`src/rtl/game_io_pkg.sv`:
```
// Shared constants and helpers for the game I/O front end.
// Sync polarities are the standard VESA levels for the common modes.
package game_io_pkg;

  localparam int DEB_CYCLES_DEFAULT = 65536;

  localparam bit VGA640_HSYNC_POL  = 1'b0;
  localparam bit VGA640_VSYNC_POL  = 1'b0;
  localparam bit SVGA800_HSYNC_POL = 1'b1;
  localparam bit SVGA800_VSYNC_POL = 1'b1;

  // Bits needed to hold values 0..value-1.
  function automatic int clog2(input int value);
    int r;
    r = 0;
    for (int i = 0; i < 32; i++) begin
      if ((64'd1 << i) < 64'(value)) r = i + 1;
    end
    return r;
  endfunction

endpackage

```
`src/rtl/game_io_frontend_key_debounce.sv`:
```
// One key channel: two-flop synchroniser, counting debouncer, press detect.
// level_o/press_o move DEB_CYCLES+1 edges after the raw change is first sampled.
module key_debounce
  import game_io_pkg::*;
#(
  parameter int DEB_CYCLES     = DEB_CYCLES_DEFAULT,
  parameter bit KEY_ACTIVE_LOW = 1'b0
) (
  input  logic clk,
  input  logic resetn,
  input  logic key_raw_i,
  output logic level_o,
  output logic press_o
);

  localparam int CW = clog2(DEB_CYCLES + 1);
  localparam logic [CW-1:0] C_LAST = CW'(DEB_CYCLES - 1);

  logic          sync1_q, sync1_d;
  logic          sync2_q, sync2_d;
  logic          s_q, s_d;
  logic          press_q, press_d;
  logic [CW-1:0] c_q, c_d;
  logic          sample;

  assign sample = sync2_q ^ KEY_ACTIVE_LOW;

  always_comb begin
    sync1_d = key_raw_i;
    sync2_d = sync1_q;
    s_d     = s_q;
    c_d     = c_q;
    press_d = 1'b0;
    if (sample == s_q) begin
      c_d = '0;
    end else if (c_q == C_LAST) begin
      s_d     = ~s_q;
      c_d     = '0;
      press_d = ~s_q;
    end else begin
      c_d = c_q + 1'b1;
    end
  end

  // Sync flops idle at the raw inactive level so reset never looks like a press.
  always_ff @(posedge clk or negedge resetn) begin
    if (!resetn) begin
      sync1_q <= KEY_ACTIVE_LOW;
      sync2_q <= KEY_ACTIVE_LOW;
      s_q     <= 1'b0;
      c_q     <= '0;
      press_q <= 1'b0;
    end else begin
      sync1_q <= sync1_d;
      sync2_q <= sync2_d;
      s_q     <= s_d;
      c_q     <= c_d;
      press_q <= press_d;
    end
  end

  assign level_o = s_q;
  assign press_o = press_q;

endmodule

```
`src/rtl/game_io_frontend.sv`:
```
// Board-to-game-core front end: pixel clock enable, debounced keys,
// and per-frame key latching on the leading edge of vsync.
module game_io_frontend
  import game_io_pkg::*;
#(
  parameter int DIV            = 2,
  parameter int N_KEYS         = 4,
  parameter int DEB_CYCLES     = DEB_CYCLES_DEFAULT,
  parameter bit KEY_ACTIVE_LOW = 1'b0,
  parameter bit VSYNC_POL      = VGA640_VSYNC_POL
) (
  input  logic              clk,
  input  logic              resetn,
  input  logic [N_KEYS-1:0] keys_i,
  input  logic              vsync_i,
  output logic              pix_en,
  output logic [N_KEYS-1:0] key_level,
  output logic [N_KEYS-1:0] key_press,
  output logic [N_KEYS-1:0] key_frame,
  output logic              frame_tick
);

  localparam int DW = (DIV > 1) ? clog2(DIV) : 1;
  localparam logic [DW-1:0] DIV_LAST = DW'(DIV - 1);

  logic [DW-1:0]     div_q, div_d;
  logic              pix_en_q, pix_en_d;
  logic              vq_q, vq_d;
  logic              frame_tick_q, frame_tick_d;
  logic [N_KEYS-1:0] key_frame_q, key_frame_d;
  logic [N_KEYS-1:0] sticky_q, sticky_d;
  logic              frame_start;

  for (genvar i = 0; i < N_KEYS; i++) begin : g_key
    key_debounce #(
      .DEB_CYCLES    (DEB_CYCLES),
      .KEY_ACTIVE_LOW(KEY_ACTIVE_LOW)
    ) u_key (
      .clk      (clk),
      .resetn   (resetn),
      .key_raw_i(keys_i[i]),
      .level_o  (key_level[i]),
      .press_o  (key_press[i])
    );
  end

  assign frame_start = (vsync_i == VSYNC_POL) && (vq_q != VSYNC_POL);

  always_comb begin
    div_d        = (div_q == DIV_LAST) ? '0 : div_q + 1'b1;
    pix_en_d     = (div_q == DIV_LAST);
    vq_d         = vsync_i;
    frame_tick_d = frame_start;
    key_frame_d  = key_frame_q;
    sticky_d     = sticky_q | key_press;
    // Sticky holds taps that were released before the frame edge arrived.
    if (frame_start) begin
      key_frame_d = key_level | sticky_q;
      sticky_d    = key_press;
    end
  end

  always_ff @(posedge clk or negedge resetn) begin
    if (!resetn) begin
      div_q        <= '0;
      pix_en_q     <= 1'b0;
      vq_q         <= 1'b0;
      frame_tick_q <= 1'b0;
      key_frame_q  <= '0;
      sticky_q     <= '0;
    end else begin
      div_q        <= div_d;
      pix_en_q     <= pix_en_d;
      vq_q         <= vq_d;
      frame_tick_q <= frame_tick_d;
      key_frame_q  <= key_frame_d;
      sticky_q     <= sticky_d;
    end
  end

  assign pix_en     = pix_en_q;
  assign frame_tick = frame_tick_q;
  assign key_frame  = key_frame_q;

endmodule

```
`config.mk`:
```
export PLATFORM = sky130hd
export DESIGN_NAME = game_io_frontend
export DESIGN_NICKNAME = d
export VERILOG_FILES = /design/src/rtl/game_io_pkg.sv /design/src/rtl/game_io_frontend_key_debounce.sv /design/src/rtl/game_io_frontend.sv
export SDC_FILE = /design/constraint.sdc
export NUM_CORES = 1
export LEC_CHECK = 0
export BUFFER_PORTS_ARGS = -buffer_cell sky130_fd_sc_hd__buf_2
export CAP_MARGIN = 10
export CELL_PAD_IN_SITES_DETAIL_PLACEMENT = 0
export CELL_PAD_IN_SITES_GLOBAL_PLACEMENT = 1
export CORE_UTILIZATION = 40
export DETAILED_ROUTE_END_ITERATION = 8
export PLACE_DENSITY_LB_ADDON = 0.25
export SLEW_MARGIN = 30
export SYNTH_ARGS = -nofsm -noshare
export SYNTH_HDL_FRONTEND = slang
export SYNTH_HIERARCHICAL = 1
export SYNTH_SLANG_ARGS = --single-unit
export TNS_END_PERCENT = 30
```
`constraint.sdc`:
```
create_clock -name clk -period 5.4 [get_ports clk]
set_clock_uncertainty 0.1 [all_clocks]
set_input_delay 0.27 -clock clk [delete_from_list [all_inputs] [get_ports clk]]
set_output_delay 0.27 -clock clk [all_outputs]
set_load 0.005 [all_outputs]
```
; Yosys cells after proc, flatten, opt, wreduce, memory -nomap -nowiden
; Cells that the tools add are included.
[word_totals]
register_bits = 96
in_bits = 7
out_inout_bits = 14
elab_cells = 73
[op_classes]
add_sub_neg = 5
n_eq_ne = 8
n_mux = 18
bitwise = 11
reduce_logical = 5
[op_table]
columns = operator, count
row1 = $mux 17, 8
row2 = $add 17x1->17 const B, 4
row3 = $eq 17x16->1 const B, 4
row4 = $mux 1, 9
row5 = $not 1->1, 9
row6 = $or 4x4->4, 2
row7 = $reduce_and 2->1, 4
row8 = $eq 1x1->1, 4
row9 = $mux 4, 1
row10 = $add 1x1->1 const B, 1
row11 = $logic_and 1x1->1, 1

; Logic depth before layout (Yosys ltp)
; Gate-level depths: netlist of run 1.
[logic_depth]
ltp_word = 3
mapped_depth = 6
depth_no_buf = 5

; Cells and area by module
; The synthesis of run 1 kept the hierarchy.
[modules_own_cells]
columns = module, n_inst, cells_per_inst, area_per_inst_um2, seq_area_each_um2
row1 = key_debounce, 4, 86, 950.9, 525.5
row2 = game_io_frontend, 1, 31, 424.2, 300.3

; Worst setup path after synthesis of run 1
; Ideal clock, no wire load.
[synth_path]
path_type = register to register
start = reg g_key[0].u_key.c_q[0]
end = reg g_key[0].u_key.s_q
setup_ps = 125
t_arrival_ps = 1639
required_ps = 5175
slack_ps = 3536
path_stages_with_launch = 5
path_buffers = 0
synth_period_minus_slack_ps = 1864
path_cell_list = dfrtp_1 > ha_1 > nand4_1 > or4_4 > mux2_4
[synth_between]
elab_chain_cells = 2
[synth_rtl]
columns = element, line_no
row1 = start: declaration, game_io_frontend_key_debounce.sv:23  ; logic [CW-1:0] c_q, c_d;
row2 = start signal: assignment, game_io_frontend_key_debounce.sv:51  ; c_q <= '0;
row3 = start signal: assignment, game_io_frontend_key_debounce.sv:57  ; c_q <= c_d;
row4 = $eq 17x16->1, game_io_frontend_key_debounce.sv:36  ; end else if (c_q == C_LAST) begin
row5 = $reduce_and 2->1 (no source line), -
row6 = end signal: assignment, game_io_frontend_key_debounce.sv:50  ; s_q <= 1'b0;
row7 = end signal: assignment, game_io_frontend_key_debounce.sv:56  ; s_q <= s_d;
row8 = end: declaration, game_io_frontend_key_debounce.sv:21  ; logic s_q, s_d;
; No other way between the ends.
; A chain may end at the register's enable or synchronous reset.

; Worst setup path after layout of run 1
[layout_path]
start = reg g_key[1].u_key.c_q[0]
end = reg g_key[1].u_key.c_q[11]
[layout_between]
elab_chain_cells = 3
elab_cells_between_ends = 4
cone_classes = 1 x add/sub / 1 x eq/ne / 2 x mux
[layout_rtl]
columns = element, line_no
row1 = start: declaration, game_io_frontend_key_debounce.sv:23
row2 = start signal: assignment, game_io_frontend_key_debounce.sv:51
row3 = start signal: assignment, game_io_frontend_key_debounce.sv:57
row4 = $add 17x1->17 / $eq 17x16->1 (equally long branches), "game_io_frontend_key_debounce.sv:41, game_io_frontend_key_debounce.sv:36"
row5 = $mux 17 *, game_io_frontend_key_debounce.sv:36
row6 = $mux 17 *, game_io_frontend_key_debounce.sv:34  ; if (sample == s_q) begin
row7 = net g_key[1].u_key.c_d[11], game_io_frontend_key_debounce.sv:23
; The timed path passes the listed nets; every way through them passes the cells marked *.

==> results of run 1 <==
-- path summary, 6_finish.rpt --
check	startpoint	endpoint	slack, ns	cells after the start
min in group asynchronous	resetn	g_key[3].u_key/c_q[7]$_DFF_PN0_	0.30	2
max in group asynchronous	resetn	g_key[0].u_key/c_q[5]$_DFF_PN0_	3.80	3
worst max-delay path	g_key[1].u_key/c_q[0]$_DFF_PN0_	g_key[1].u_key/c_q[11]$_DFF_PN0_	3.31	5
worst min-delay path	g_key[2].u_key/sync1_q$_DFF_PN0_	g_key[2].u_key/sample$_DFF_PN0_	0.24	0
worst max register to register	g_key[1].u_key/c_q[0]$_DFF_PN0_	g_key[1].u_key/c_q[11]$_DFF_PN0_	3.31	5
worst min register to register	g_key[2].u_key/sync1_q$_DFF_PN0_	g_key[2].u_key/sample$_DFF_PN0_	0.24	0
-- through the flow --
stage	area (µm²)	utilization (%)	setup WS [ns]
after CTS	4710	45.8	3.29
after floorplan	4230	-	3.54
after global routing	4710	45.8	3.15
after detailed placement	4460	43.4	3.30
after global placement	4460	43.4	3.33
final	4710	45.8	3.31
-- sequential cells by signal (all words and copies together) (netlist names) --
register,flops
g_key.u_key/sample,4
div_q,1
pix_en,1
key_frame,4
g_key.u_key/sync1_q,4
sticky_q,4
g_key.u_key/press_o,4
g_key.u_key/c_q,68
g_key.u_key/level_o,4
frame_tick,1
vq_q,1
-- timing repair --
action	CTS	global route
setup buffers	0	0
hold buffers	6	0
endpoints found under the hold margin	42	0
-- cell usage after synthesis --
library cell and number:
a21o_1 4, a31oi_1 4, and2_1 4, and3_1 4, and4_1 4, buf_6 4, dfrtp_1 96, ha_1 4
inv_1 13, inv_4 1, mux2_4 4, mux2i_1 4, nand2_1 20, nand2_2 4, nand2b_4 1, nand3_1 16
nand4_1 16, nand4_4 4, nand4b_1 4, nor2_1 64, nor3_1 16, nor3b_1 4, nor4_1 16, or4_4 4
xnor2_1 36, xor2_1 24
-- area by class of cell --
cell class | count | area share, %
flip-flops and latches | 96 | 51.0
well taps | 136 | 3.61
repair buffers | 27 | 3.61
multi-input cells | 261 | 36.6
clock inverters | 3 | 0.903
inverters | 14 | 1.17
clock buffers | 12 | 3.08
-- where the power goes --
group,internal (W),switching [W],total [W]
logic,0.0000153,0.0000319,0.0000473
registers,0.000729,0.0000114,0.000741
clock network,0.000224,0.000241,0.000465
-- worst max-delay path, delay by kind of cell (launching register included) --
kind                     cells  cell delay (ns)
AND/OR/NAND/NOR              4             1.19
adder cells (fa/ha/maj)      1             0.24
flip-flops                   1             0.43
-- layer usage --
metal | GRT usage (%) | vias up | wire, µm
li1 | - | 1352 | -
met1 | 20.0 | 1291 | 3710
met2 | 20.6 | 29 | 3030
met3 | 2.74 | 10 | 174
met4 | 8.75 | 0 | 185
met5 | 0 | - | 0
-- cells in the final DEF, fill, tap and decap left out --
cell,synthesis,layout
clkbuf_8,0,10
dlygate4sd3_1,0,6
clkbuf_1,0,2
nand2b_4,1,1
buf_2,0,19
mux2_4,4,4
nor2_1,64,64
nand4b_1,4,4
nor4_1,16,16
xnor2_1,36,36
nor3_1,16,16
nand4_4,4,4
and2_1,4,4
inv_4,1,1
mux2i_1,4,4
a21o_1,4,4
buf_4,0,2
clkinvlp_4,0,1
bufinv_16,0,1
nand2_1,20,20
nand4_1,16,16
a31oi_1,4,4
nand2_2,4,4
and4_1,4,4
xor2_1,24,24
nand3_1,16,16
and3_1,4,4
inv_1,13,13
or4_4,4,4
clkinv_2,0,1
ha_1,4,4
dfrtp_1,96,96
nor3b_1,4,4
-- cell families (layout without fill, tap and decap cells) --
| logic type | Yosys count | in the layout |
|---|---|---|
| AND/OR/NAND/NOR | 181 | 181 |
| flip-flops | 96 | 96 |
| XOR/XNOR | 60 | 60 |
| buffers and inverters | 18 | 56 |
| AO/OA/AOI/OAI | 8 | 8 |
| multiplexers | 8 | 8 |
| adder cells (fa/ha/maj) | 4 | 4 |
==> results.md, run 1 <==
* Post-Syn Nets at a little under 400
* GRT overflow at 0
* Final Power at 0.00125 W
* Avg WL per Cell at roughly 13 µm
* CTS Sinks at 96
* Compound-Gate Fraction of Synth Area at approximately 1.3%
* Placed Cells at 528
* Starting Density at approximately 41%
* Power Dens Cells at roughly 270 nW/µm²
* Total wire length at 7100 µm
* RSZ-0062 raised after global routing: false
* Slew HR at approximately 52%
* Number of synthesized register bits at 96
* DPL Wire Length at around 4700 µm
* Syn avg cell area at around 11 µm²
* Slowest CP cell: or4_4
* Post-cts resize count at 0
* Worst Hold Class: reg -> reg
* Finished Layout Cells at between 500 and 600
* CTS H-tree lvls at 3
* Outcome: finished with violations
* Share of cells above drive strength 1 at roughly an eighth
* DR vias at about 2.7k
* Largest stage delay, worst path at ~0.62 ns
* Row cnt at 37
* Fillcell total at 980
* Chip width at approximately 100 µm
* Vias in the first global route at approximately 2.5k
* Routability Congestion at just under 0.7
* Vias/cell at 4.89
* Die Y at 105 µm
* Crit path cell chain: ha_1 > nand4_1 > or4_4 > nand2_2 > nor2_1
* Post-synthesis mux area share at between 2 and 2.5%
* Worst Max-Slew Pin Slew at approximately 0.72 ns
* Root buf cell: clkbuf_8
* Port bufs at 20
* Final ANT Viol Nets at 0
* Final hold slack at 0.242 ns
* Synth area leaders: dfrtp_1 57%, xnor2_1 7.5%, nor2_1 5.7%
* Largest family of logic cells by synthesized area: simple AND/OR/NAND/NOR gates
* Core area at roughly 10,000 µm²
* Post-synthesis cell count at 375
* DRC Markers at 2
* Failing checks: DRC
* Setup TNS at 0 ns
* First-pass GRT wire length at approximately 12,000 µm
* Area share of the largest cell type after synthesis at between 50% and 60%
* Die area at roughly 11,000 µm²
* Final hold viol count at 0
* Clock buffer count from CTS at 9
* P&R area growth vs syn at 11.4%
* Initial DRC count at slightly below 90
* Largest net degree at the start of global routing at 60
* Initial antenna violation count at 0
* Clock Tree Buf Depth at 2
* Max-Cap Viols at 0
* Area of the multi-input gates at roughly 1700 µm²
* Sequential share of the synthesized area at 56.8%
* Tcrit/Tclk final at 38.7%
* Req. time, crit path at 5.54 ns
* Reg clk slew, reported paths at approximately 0.090 ns
* Clk_lat worst skew at between 0.3 and 0.4 ns
* Tmin final at 2.09 ns
* Count of pins over their slew limit at 0
* Simple-gate area share of the yosys netlist at approximately a quarter
* Ports at 21
* Worst vdd ir at about 120 µV
* Post-Synth XOR/XNOR Area at roughly an eighth
* CP Capture Type: flip-flop
* Final setup fails at 0
* Final nets at between 400 and 500
* ANT cells at 0
* Yosys cell types at 26
* Worst setup path class: reg -> reg
* Critical-path maximum fanout at 14
* Yosys warns at 6
* Dominant cell type by area after synthesis: dfrtp_1
* Startpoint Class: flip-flop
* CTS tree: built
* Total GRT Usage at ~14%
* Initial DRT Pass Iterations at 6
* Sequential Area at 2400 µm²
* Adder-Cell Fraction of Synth Area at ~1.2%
* P_leak at 2.12 nW
* Arrival time worst endpoint at about 2.2 ns
* Fmax achieved at about 0.48 GHz
* Cell area after synthesis at 4230 µm²
Power figures use the tool's default switching activity.
==> inputs of run 2 (changes only) <==
- clock period: 5.4 -> 1.9 ns (I/O delays scaled with it)
==> results.md, run 2 (synthesis gave the netlist of run 1 again) <==
* Outcome: finished with violations (unchanged)
* Failing checks: DRC (unchanged)
* Setup bufs post-CTS at 0 (unchanged)
* Req. time, crit path at 2.06 ns (was 5.54 ns)
* Reg clk slew, reported paths at 0.09 ns (about the same)
* Die area at 11,000 µm² (unchanged)
* Commonest cells after routing, fill and taps aside: 96 x dfrtp_1, 64 x nor2_1, 36 x xnor2_1 (unchanged)
* Worst Hold Class: in -> async (was reg -> reg)
* Row cnt at 37 (unchanged)
* Clk_lat worst skew at 0.36 ns (was 0.37 ns)
* Final hold viol count at 0 (unchanged)
* Arrival time worst endpoint at 2.01 ns (was 2.23 ns)
* Worst setup path class: reg -> reg (unchanged)
* Most common cell after layout, fill and taps aside: dfrtp_1 (unchanged)
* Chip width at 105 µm (unchanged)
* Fmax achieved at 0.540 GHz (was 0.478 GHz)
* Pre-CTS worst setup slack at 0.0311 ns (was 3.30 ns)
* Max reg flops at 68 (unchanged)
* Die Y at 105 µm (unchanged)
* Worst vdd ir at 453 µV (was 115 µV)
* Max-Cap Viols at 0 (unchanged)
* DRC Markers at 2 (unchanged)
* Initial antenna violation count at 0 (unchanged)
* Power Dens Cells at 706 nW/µm² (was 266 nW/µm²)
* Avg WL per Cell at 12.9 µm (about the same)
* Starting Density at 41.1% (unchanged)
* DR vias at 2,799 (was 2,682)
* Port bufs at 20 (unchanged)
* Routability Congestion at 0.743 (was 0.692)
* Finished Layout Cells at 579 (was 549)
* Register with the most flip-flops: g_key.u_key/c_q (unchanged)
* Core area at 10,300 µm² (unchanged)
* Share of cells above drive strength 1 at 19.2% (was 12.6%)
* Slew HR at 69.3% (was 51.9%)
* Clock Tree Buf Depth at 2 (unchanged)
* CP Capture Type: flip-flop (unchanged)
* Vias/cell at 4.83 (was 4.89)
* Total wire length at 7460 µm (was 7100 µm)
* P&R area growth vs syn at 17.6% (was 11.4%)
* CTS tree: built (unchanged)
* Ports at 21 (unchanged)
* Largest net degree at the start of global routing at 60 (unchanged)
* Final setup fails at 0 (unchanged)
* Final Power at 0.00351 W (was 0.00125 W)
* Tmin final at 1.85 ns (was 2.09 ns)
* CTS Sinks at 96 (unchanged)
* Count of pins over their slew limit at 0 (unchanged)
* Final ANT Viol Nets at 0 (unchanged)
* Setup TNS at 0 ns (unchanged)
* Critical-path maximum fanout at 4 (was 14)
* DPL Wire Length at 5100 µm (was 4740 µm)
* Initial DRC count at 65 (was 88)
* ANT cells at 0 (unchanged)
* Vias in the first global route at 2,912 (was 2,548)
* First-pass GRT wire length at 13,500 µm (was 12,200 µm)
* Placed Cells at 558 (was 528)
* Worst Max-Slew Pin Slew at 0.457 ns (was 0.721 ns)
* Worst setup margin at 0.0488 ns (was 3.31 ns)
* Total GRT Usage at 15.4% (was 14.4%)
* CTS H-tree lvls at 3 (unchanged)
* Initial DRT Pass Iterations at 6 (unchanged)
* Fin util at 48.4% (was 45.8%)
* Final nets at 450 (was 420)
* Clock buffer count from CTS at 9 (unchanged)
* Root buf cell: clkbuf_8 (unchanged)
* Startpoint Class: flip-flop (unchanged)
* GRT overflow at 0 (unchanged)
* P_leak at 2.27 nW (was 2.12 nW)
* Tcrit/Tclk final at 97.4% (was 38.7%)
[run 2: changes by cell type in the layout (fill, tap and decap cells not counted), sizes merged]
cell,delta
buf,+30
bufinv,-1
clkinvlp,+1
clkbuf,+1
clkinv,-1
[run 2: final cells by class]
type	count	area, µm²
clock inverter	2	15.0
inverter	14	55.1
tap	136	170
multi-input combinational	261	1760
fill	982	5300
sequential	96	2400
clock buffer	13	159
timing repair buffer	57	408
[run 2: worst paths after layout]
check	start	endpoint	slack [ns]	cells after the start
worst max-delay path	g_key[2].u_key/c_q[0]$_DFF_PN0_	g_key[2].u_key/level_o$_DFFE_PN0P_	0.05	4
worst min-delay path	resetn	g_key[3].u_key/c_q[3]$_DFF_PN0_	0.11	2
worst max register to register	g_key[2].u_key/c_q[0]$_DFF_PN0_	g_key[2].u_key/level_o$_DFFE_PN0P_	0.05	4
worst min register to register	g_key[3].u_key/sync1_q$_DFF_PN0_	g_key[3].u_key/sample$_DFF_PN0_	0.25	0
max in group asynchronous	resetn	g_key[1].u_key/c_q[12]$_DFF_PN0_	0.96	3
min in group clk	g_key[3].u_key/sync1_q$_DFF_PN0_	g_key[3].u_key/sample$_DFF_PN0_	0.25	0
[run 2: critical path, cell delays in order, from the launching register on]
cell     delay (ns)
dfrtp_1        0.37
ha_1           0.19
nand4_1        0.14
or4_4          0.61
mux2_4         0.32
[run 2: metrics by stage]
step                cell area (µm²)  hold slack (ns)
floorplan                      4230           -0.301
global placement               4700          -0.0419
detailed placement             4700          -0.0415
CTS                            4930            0.104
global route                   4970            0.129
finish                         4970            0.105
[run 2: report_power, final]
group          leakage [nW]  switching [W]  total [W]  internal (W)
clock                0.0817       0.000688    0.00123      0.000542
combinational         0.878       0.000114   0.000190     0.0000760
sequential             1.31      0.0000190    0.00209       0.00207
[run 2: layer usage]
| metal | share of wire [%] | wire, µm | global-route usage (%) | vias up |
|---|---|---|---|---|
| li1 | - | - | - | 1411 |
| met1 | 50 | 3710 | 20.7 | 1356 |
| met2 | 46 | 3440 | 24.3 | 23 |
| met3 | 2.5 | 185 | 3.24 | 9 |
| met4 | 1.6 | 116 | 6.34 | 0 |
| met5 | 0 | 0 | 0 | - |
[run 2: what timing repair did]
item,CTS,global route
hold buffers,6,0
resized for setup,0,7
endpoints found under the hold margin,102,0
setup endpoints to repair,0,57
